File: src/rtl/stk_pipe_wrbk.sv
// Writeback stage of the stack pipeline: registers the MEM-stage update back to LK and
// queues one response per command. Optional statistics counters under STK_WRBK_CNT_EN.
module stk_pipe_wrbk #(
    parameter int ENGS_N  = 4,
    parameter int BANKS_N = 4,
    parameter int PTR_W   = 8,
    parameter int RSP_N   = 4,
    localparam int ENG_W  = (ENGS_N > 1) ? $clog2(ENGS_N) : 1,
    localparam int BANK_W = (BANKS_N > 1) ? $clog2(BANKS_N) : 1
) (
    input  logic                   clk,
    input  logic                   arst_n,
    input  logic                   i_mem_uc_vld_r,
    input  logic [ENG_W-1:0]       i_mem_uc_engid_r,
    input  logic [1:0]             i_mem_uc_opcode_r,
    input  logic [BANK_W-1:0]      i_mem_uc_bankid_r,
    input  logic                   i_mem_uc_ok_r,
    input  logic                   i_mem_uc_set_empty_r,
    input  logic                   i_mem_uc_clr_empty_r,
    input  logic                   i_mem_uc_head_vld_r,
    input  logic [PTR_W-1:0]       i_mem_uc_head_ptr_r,
    input  logic                   i_mem_uc_tail_vld_r,
    input  logic [PTR_W-1:0]       i_mem_uc_tail_ptr_r,
    input  logic [BANKS_N*128-1:0] i_mem_dat_rdata,
    output logic                   o_wrbk_uc_vld_r,
    output logic [ENG_W-1:0]       o_wrbk_uc_engid_r,
    output logic                   o_wrbk_uc_set_empty_r,
    output logic                   o_wrbk_uc_clr_empty_r,
    output logic                   o_wrbk_uc_head_vld_r,
    output logic [PTR_W-1:0]       o_wrbk_uc_head_ptr_r,
    output logic                   o_wrbk_uc_tail_vld_r,
    output logic [PTR_W-1:0]       o_wrbk_uc_tail_ptr_r,
    output logic                   o_rsp_vld,
    input  logic                   i_rsp_rdy,
    output logic [ENG_W-1:0]       o_rsp_engid,
    output logic [1:0]             o_rsp_opcode,
    output logic                   o_rsp_ok,
    output logic [127:0]           o_rsp_dat,
    output logic                   o_busy_r,
    output logic                   o_ovf_r,
    output logic [31:0]            o_cnt_push,
    output logic [31:0]            o_cnt_pop,
    output logic [31:0]            o_cnt_err
);

    localparam int RP_W = $clog2(RSP_N);
    localparam logic [1:0] OP_NOP  = 2'd0;
    localparam logic [1:0] OP_PUSH = 2'd1;
    localparam logic [1:0] OP_POP  = 2'd2;

    logic accept;
    logic illegal;

    assign accept  = i_mem_uc_vld_r && (i_mem_uc_opcode_r != OP_NOP);
    assign illegal = i_mem_uc_set_empty_r && i_mem_uc_clr_empty_r;

    // Conflicting empty updates resolve toward set_empty so LK never loses an empty mark.
    always_ff @(posedge clk) begin
        if (!arst_n) begin
            o_wrbk_uc_vld_r       <= 1'b0;
            o_wrbk_uc_engid_r     <= '0;
            o_wrbk_uc_set_empty_r <= 1'b0;
            o_wrbk_uc_clr_empty_r <= 1'b0;
            o_wrbk_uc_head_vld_r  <= 1'b0;
            o_wrbk_uc_head_ptr_r  <= '0;
            o_wrbk_uc_tail_vld_r  <= 1'b0;
            o_wrbk_uc_tail_ptr_r  <= '0;
        end else begin
            o_wrbk_uc_vld_r <= accept;
            if (accept) begin
                o_wrbk_uc_engid_r     <= i_mem_uc_engid_r;
                o_wrbk_uc_set_empty_r <= i_mem_uc_set_empty_r;
                o_wrbk_uc_clr_empty_r <= i_mem_uc_clr_empty_r && !illegal;
                o_wrbk_uc_head_vld_r  <= i_mem_uc_head_vld_r;
                o_wrbk_uc_head_ptr_r  <= i_mem_uc_head_ptr_r;
                o_wrbk_uc_tail_vld_r  <= i_mem_uc_tail_vld_r;
                o_wrbk_uc_tail_ptr_r  <= i_mem_uc_tail_ptr_r;
            end
        end
    end

    logic [127:0] bank_dat;
    logic [127:0] rsp_dat_in;

    always_comb begin
        bank_dat = '0;
        for (int b = 0; b < BANKS_N; b++) begin
            if (i_mem_uc_bankid_r == BANK_W'(b)) begin
                bank_dat = i_mem_dat_rdata[b*128 +: 128];
            end
        end
        rsp_dat_in = (i_mem_uc_opcode_r == OP_POP && i_mem_uc_ok_r) ? bank_dat : '0;
    end

    // Response handshake: a response transfers on any cycle where o_rsp_vld && i_rsp_rdy;
    // while o_rsp_vld=1 and i_rsp_rdy=0 the payload is held unchanged.
    logic [RP_W:0]      wr_ptr;
    logic [RP_W:0]      rd_ptr;
    logic [RP_W:0]      occ;
    logic [RP_W:0]      occ_nxt;
    logic               q_empty;
    logic               q_full;
    logic               enq;
    logic               deq;
    logic [ENG_W-1:0]   q_engid  [RSP_N];
    logic [1:0]         q_opcode [RSP_N];
    logic               q_ok     [RSP_N];
    logic [127:0]       q_dat    [RSP_N];
    logic [RP_W-1:0]    rd_idx;
    logic [RP_W-1:0]    wr_idx;

    assign occ     = wr_ptr - rd_ptr;
    assign q_empty = (occ == '0);
    assign q_full  = (occ == (RP_W+1)'(RSP_N));
    assign deq     = !q_empty && i_rsp_rdy;
    assign enq     = accept && (!q_full || deq);
    assign occ_nxt = occ + (RP_W+1)'(enq) - (RP_W+1)'(deq);
    assign rd_idx  = rd_ptr[RP_W-1:0];
    assign wr_idx  = wr_ptr[RP_W-1:0];

    always_ff @(posedge clk) begin
        if (!arst_n) begin
            wr_ptr   <= '0;
            rd_ptr   <= '0;
            o_busy_r <= 1'b0;
            o_ovf_r  <= 1'b0;
        end else begin
            if (enq) wr_ptr <= wr_ptr + 1'b1;
            if (deq) rd_ptr <= rd_ptr + 1'b1;
            o_busy_r <= (occ_nxt > (RP_W+1)'(RSP_N - 2));
            if (accept && q_full && !deq) o_ovf_r <= 1'b1;
        end
    end

    always_ff @(posedge clk) begin
        if (enq) begin
            q_engid[wr_idx]  <= i_mem_uc_engid_r;
            q_opcode[wr_idx] <= i_mem_uc_opcode_r;
            q_ok[wr_idx]     <= i_mem_uc_ok_r;
            q_dat[wr_idx]    <= rsp_dat_in;
        end
    end

    assign o_rsp_vld    = !q_empty;
    assign o_rsp_engid  = q_empty ? '0 : q_engid[rd_idx];
    assign o_rsp_opcode = q_empty ? '0 : q_opcode[rd_idx];
    assign o_rsp_ok     = q_empty ? 1'b0 : q_ok[rd_idx];
    assign o_rsp_dat    = q_empty ? '0 : q_dat[rd_idx];

`ifdef STK_WRBK_CNT_EN
    logic inc_push;
    logic inc_pop;
    logic inc_err;

    assign inc_push = accept && (i_mem_uc_opcode_r == OP_PUSH) && i_mem_uc_ok_r;
    assign inc_pop  = accept && (i_mem_uc_opcode_r == OP_POP) && i_mem_uc_ok_r;
    assign inc_err  = accept && (!i_mem_uc_ok_r || illegal);

    // Counters stick at all-ones rather than wrapping.
    always_ff @(posedge clk) begin
        if (!arst_n) begin
            o_cnt_push <= '0;
            o_cnt_pop  <= '0;
            o_cnt_err  <= '0;
        end else begin
            if (inc_push && (o_cnt_push != '1)) o_cnt_push <= o_cnt_push + 32'd1;
            if (inc_pop  && (o_cnt_pop  != '1)) o_cnt_pop  <= o_cnt_pop + 32'd1;
            if (inc_err  && (o_cnt_err  != '1)) o_cnt_err  <= o_cnt_err + 32'd1;
        end
    end
`else
    assign o_cnt_push = '0;
    assign o_cnt_pop  = '0;
    assign o_cnt_err  = '0;
`endif

endmodule
File: config.mk
export PLATFORM = sky130hd
export DESIGN_NAME = stk_pipe_wrbk
export DESIGN_NICKNAME = d
export VERILOG_FILES = /design/src/rtl/stk_pipe_wrbk.sv
export SDC_FILE = /design/constraint.sdc
export NUM_CORES = 1
export LEC_CHECK = 0
export ABC_AREA = 1
export BUFFER_PORTS_ARGS = -buffer_cell sky130_fd_sc_hd__buf_4
export CORE_AREA = 5 5 307 309
export CTS_BUF_LIST = sky130_fd_sc_hd__clkbuf_8
export DETAILED_ROUTE_END_ITERATION = 16
export DIE_AREA = 0 0 312 314
export GPL_TIMING_DRIVEN = 0
export SETUP_SLACK_MARGIN = 0.3
export SKIP_CTS_REPAIR_TIMING = 1
export SLEW_MARGIN = 20
export SYNTH_ARGS = -nofsm -noshare
export SYNTH_HDL_FRONTEND = slang
export SYNTH_SLANG_ARGS = --single-unit
File: constraint.sdc
create_clock -name clk -period 10.22 [get_ports clk]
set_input_delay 1.022 -clock clk [delete_from_list [all_inputs] [get_ports clk]]
set_output_delay 1.022 -clock clk [all_outputs]
set_load 0.02 [all_outputs]
==> flow_summary.toml, run 1 <==
[setup_path]
setup.worst_path.class = "reg -> out"
reg2regPathDepth = 12
arrival_ps = 3590
rrSetupSlack_ps = 6670
startpoint = "wr_ptr[0]"
startpoint_type = "register"
reg2reg_to = "q_dat[1][89]"
cp_data_required_time_ps = 9200
worstReg2RegStart = "wr_ptr[0]"
endpoint_kind = "primary output"
critPathMaxFanout = 10

[logic_synthesis]
synth_mux_area_share_pct = 0
synth_top_family_by_area = "compound AO/OA/AOI/OAI gates"
synth-simple-area-share_pct = 14.1
synth_area_mm2 = 0.0269
ys_ff_latch = 565
synthAdderAreaFrac_pct = 0.475
synth_edf_count = 532
synth_flop_cell = "edfxtp_1"
syn_avg_cell_area_um2 = 10.3
yosysWarnings = 0
synth.distinct_cells = 32
yosys.area_share.xor_xnor_pct = 0.0978
synth_compound_area_share_pct = 14.2
synth.yosys.seq_area_share_pct = 61.9
async_flop_share_pct = 0
syn_inst = 2620

[cts]
clk_latency_ps = 680
cts_root_buffer = "clkbuf_8"
cts_max_level = 3
cts_sinks = 565
numCtsBuffers = 92
clkTransAtPathRegs_ps = 60
cts_tree = "yes"
cts_buffer_depth = 3

[timing]
finalSetupTns_ps = 0
clock.fmax_mhz = 217
max_slew.worst_pin.slew_ps = 1060
rsz0062_at_grt = "no"
drv_slew = 0
fin_skew_ps = 45.8
relSlewSlack_pct = 29.4
min_period_ps = 4610
period_share_pct = 45.1
final_hold_viol_count = 0
setup-violations-final = 0

[routing]
dr.pass1.iters = 5
wirelength_um = 111000
via_per_inst = 4.89
post_drt_wl_per_cell_um = 23.2
antenna_left = 0
vias = 23438
drc = 0
drtIter0Drc = 2049

[global_route]
grt_pass1_wl_um = 157000
grt-ovfl-total = 0
grt_max_degree = 24
grt_pass1_vias = 23090
track_usage_pct = 21.5
antenna_found_initial = 10

[power]
p_leak_nw = 15.6
irDropWorstVdd_mv = 0.145
powerDensity_mw_per_mm2 = 209

[final_layout]
nets = 4089
area_delta_synth_final_pct = 35.4
finalNonFillerCells = 4796
fin_util_pct = 39.9
drive_above_1_share_pct = 29.1

[worst_hold_path]
whs_path_depth = 2
hold_start = "o_ovf_r"
worstHoldEndpoint = "o_ovf_r"
hold_path_class = "reg -> reg"

[placed_design]
gp_routability_congestion = 0.952
io_buffers = 700
placed_cells = 4629
place_hpwl_um = 83700

[floorplanning]
core_mm2 = 0.0911
fp.dieH_um = 314
start_util_pct = 29.5
core.rowCount = 111
die-area_mm2 = 0.0980
num_io_pins = 798
die_w_um = 312

[status]
status = "completed"

[run]
cap_violations = 0
[placed cells by master, fill, tap and decap left out, drive strengths merged, types with 33 or more instances in the layout]
master / Yosys / layout
o32ai: 133 / 133
inv: 222 / 257
o21ai: 264 / 264
clkbuf: 105 / 199
o211ai: 66 / 66
a21oi: 59 / 59
dfxtp: 33 / 33
buf: 186 / 914
o221ai: 54 / 54
nand2: 251 / 251
edfxtp: 532 / 532
nand3: 140 / 140
nor2: 525 / 525
conb: 1 / 96
[worst max path at each step]
stage | endpoint | slack (ps) | depth (start not counted)
6_report | o_rsp_dat[37] | 5610 | 11
5_1_grt | o_rsp_dat[37] | 5430 | 11
4_1_cts | o_rsp_dat[37] | 5480 | 11
3_5_place_dp | q_dat[1][125] | 5690 | 8
3_3_place_gp | q_dat[1][75] | -2760 | 5
2_1_floorplan | q_dat[0][0] | 2530 | 8
[registers in the layout, summed over array words and instances, names as in the netlist, named ones only]
register               cells
o_ovf_r                    1
q_dat                    512
o_wrbk_uc_head_ptr_r       8
o_wrbk_uc_set_empty_r      1
wr_ptr                     3
o_wrbk_uc_vld_r            1
o_wrbk_uc_tail_ptr_r       8
rd_ptr                     3
q_opcode                   8
o_wrbk_uc_engid_r          2
o_wrbk_uc_tail_vld_r       1
o_busy_r                   1
o_wrbk_uc_clr_empty_r      1
q_engid                    8
o_wrbk_uc_head_vld_r       1
q_ok                       4
[layer usage]
metal / track usage (%) / part of all wire [%] / up-vias
li1: - / - / 10931
met1: 29.4 / 43 / 11352
met2: 35.3 / 48 / 1014
met3: 4.31 / 7.1 / 137
met4: 5.18 / 2.2 / 4
met5: 0 / 0.024 / -
[cells in the mapped netlist (7+ instances only)]
master    instances  area, µm²
o22ai_1           8       50.1
inv_2            22       82.6
ha_1              7       87.6
nand2_1         249        935
clkbuf_1        105        394
o21ai_0         241       1210
buf_4           102        766
buf_2            63        315
o21ai_1          23        115
a21oi_1          59        295
edfxtp_1        532      16000
buf_1            12       45.0
dfxtp_1          33        661
o32ai_1         133       1160
nand3_1         140        701
inv_1           200        751
nor2_1          525       1970
or2_1            20        125
o211ai_1         66        495
o221ai_1         54        473
[stage by stage]
step | worst slack, ps | hold slack [ps] | power (mW) | instance area, µm²
floorplan | 2530 | 476 | 4.34 | 27200
global placement | -2760 | 444 | 5.80 | 34000
detailed placement | 5690 | 453 | 5.79 | 34600
CTS | 5480 | 466 | 7.67 | 36400
global route | 5430 | 496 | 7.98 | 36400
finish | 5610 | 471 | 7.59 | 36400
[critical path: stages, from the launching register on]
cell and delay, ps:
dfxtp_1 380, inv_1 120, ha_1 230, fa_1 500, nand2_1 110, inv_1 40
nand2_1 220, buf_2 540, buf_2 370, nand2_1 90, inv_1 140, buf_4 180
[cell type report]
type                    instances  area [µm²]
clock buffers                  94        1290
clock inverters                71         445
multi-input cells            1637        8160
fillers                      9073       54700
well taps                    1186        1480
flip-flops and latches        565       16600
diodes                          2        5.00
inverters                     222         833
repair buffers                728        5900
plain buffers                 291        1640
[kinds of logic (layout without fill, tap and decap cells)]
kind of cell | count (synthesis) | count (layout)
and+or+nand+nor | 942 | 942
AOI/OAI and AO/OA | 587 | 587
DFF | 565 | 565
buffers and inverters | 513 | 1406
adders and majority gates | 9 | 9
xor gates and xnor gates | 3 | 3
other | 1 | 98
[power breakdown]
group | internal, mW | switching (mW)
Clock | 0.965 | 0.906
Sequential | 2.65 | 0.0344
Combinational | 1.06 | 1.97
Total | 4.68 | 2.91
(Power assumes the default switching activity.)
==> run 2: changes to the inputs <==
==> constraint.sdc (replaced) <==
create_clock -name clk -period 4.7 [get_ports clk]
set_input_delay 0.47 -clock clk [delete_from_list [all_inputs] [get_ports clk]]
set_output_delay 0.47 -clock clk [all_outputs]
set_load 0.02 [all_outputs]
==> run 2 against run 1 <==
Effect of this change: core utilization about the same; non-clock buffer count increased by 5; final cell count barely moved; critical path depth decreased by 2; clock-buffer cell count stayed put; largest power group unchanged; cell area is essentially flat; largest cell class unchanged; flip-flop and latch count is the same; total power is 120% higher.
==> flow_summary.toml, run 2 (synthesis results as in run 1) <==
[power]
irDropWorstVdd_mv = 0.308
p_leak_nw = 15.6
powerDensity_mw_per_mm2 = 450
power.total_mw = 16.4

[routing]
drtIter0Drc = 1978
via_per_inst = 4.89
antenna_left = 0
drc = 0
dr.pass1.iters = 6
post_drt_wl_per_cell_um = 22.3
vias = 23444
wirelength_um = 107000

[final_layout]
finalNonFillerCells = 4797
area_delta_synth_final_pct = 35.4
final_common_cell = "buf_4"
final_cell_mix = "buf_4 (803), edfxtp_1 (532), nor2_1 (521), nand2_1 (249), o21ai_0 (241)"
drive_above_1_share_pct = 29.1
nets = 4095
largest-register = "q_dat"
postLayoutCellArea_mm2 = 0.0364
largest_reg_flops = 512

[setup_path]
cp.depth = 9
critPathMaxStageDelay_ps = 830
critPathMaxFanout = 10
cp_slowest_cell = "o32ai_1"
cp_data_required_time_ps = 4230
critPathBufInv = 6
startpoint_type = "register"
reg2regPathDepth = 12
critPathTopFamily = "buffers and inverters"
arrival_ps = 3770
setup.worst_path.class = "reg -> out"
endpoint_kind = "primary output"
path_cells = "buf_4 -> buf_6 -> buf_8 -> buf_8 -> nor2_1 -> o32ai_1 -> nand2_1 -> inv_1 -> buf_4"

[cts]
cts_buffer_depth = 3
cts_root_buffer = "clkbuf_8"
cts_max_level = 3
clkTransAtPathRegs_ps = 60
cts_sinks = 565
numCtsBuffers = 93
clk_latency_ps = 680
cts_tree = "yes"

[floorplanning]
core_mm2 = 0.0911
start_util_pct = 29.5
num_io_pins = 798
fp.dieH_um = 314
die-area_mm2 = 0.0980
core.rowCount = 111
die_w_um = 312

[placed_design]
pre_cts_slack_ps = 955
place_hpwl_um = 80000
placed_cells = 4630
dpl_cell_area_mm2 = 0.0347
gp_routability_congestion = 0.915
io_buffers = 700

[timing]
drv_slew = 0
clock.fmax_mhz = 236
min_period_ps = 4240
final_hold_viol_count = 0
max_slew.worst_pin.slew_ps = 1200
relSlewSlack_pct = 19.7
finalSetupTns_ps = 0
rsz0062_at_grt = "no"
setup-violations-final = 0
period_share_pct = 90.2
fin_skew_ps = 39.9
finalWorstSetupSlack_ps = 460

[run]
cap_violations = 0

[status]
status = "completed"

[worst_hold_path]
hold_path_class = "in -> reg"
whs_path_depth = 3

[global_route]
track_usage_pct = 20.7
grt-ovfl-total = 0
grt_pass1_wl_um = 152000
grt_pass1_vias = 23179
antenna_found_initial = 10
grt_max_degree = 24
==> run 2: cell count changes in the layout (fill, tap and decap cells not counted), moves of 2 or more <==
| cell | before | now |
|---|---|---|
| clkinv_1 | 23 | 16 |
| inv_1 | 230 | 235 |
| buf_12 | 17 | 14 |
| buf_16 | 11 | 14 |
| bufinv_16 | 4 | 1 |
| dlygate4sd3_1 | 0 | 3 |
| clkinv_8 | 2 | 0 |
| inv_16 | 0 | 2 |
==> run 2: per-layer routing <==
metal  vias to the layer above  wire length (µm)  GRT usage, %
li1                      10935                 -             -
met1                     11269             44800          27.6
met2                      1054             50200          33.4
met3                       180              8630          5.29
met4                         6              3370          6.62
met5                         -                47             0
==> run 2: tightest hold or removal path, cell delays in order <==
cell and delay (ps):
buf_4 80, o21ai_0 70, nor2_1 80
==> run 2: power by group <==
group          internal [mW]  leakage (nW)  total, mW  switching (mW)
Sequential              5.77          5.29       5.85          0.0775
Clock                   1.94         0.976       3.92            1.98
Combinational           2.31          9.31       6.58            4.27
Total                   10.0          15.6       16.4            6.33
==> run 2: stage by stage <==
stage | utilization, % | hold WS, ps
after floorplan | - | 476
after global placement | 37.3 | 441
after detailed placement | 38.1 | 444
after CTS | 39.9 | -78.5
after global routing | 39.9 | -0.547
final | 39.9 | 55.7
==> run 2: final timing paths <==
check / slack [ps] / start / endpoint
hold reg to reg: 460 / o_ovf_r / o_ovf_r
setup reg to reg: 1110 / wr_ptr[0] / q_dat[1][60]
hold / removal: 60 / i_mem_uc_tail_ptr_r[4] / o_wrbk_uc_tail_ptr_r[4]
setup / recovery: 460 / register / o_rsp_dat[121]
==> run 2: layout make-up <==
class	instances	area [µm²]
antenna	2	5.00
buffer	291	1640
clock buffer	94	1290
clock inverter	67	359
fill	9088	54700
inverter	222	833
multi-input combinational	1637	8150
sequential	565	16600
tap	1186	1480
timing repair buffer	733	5970
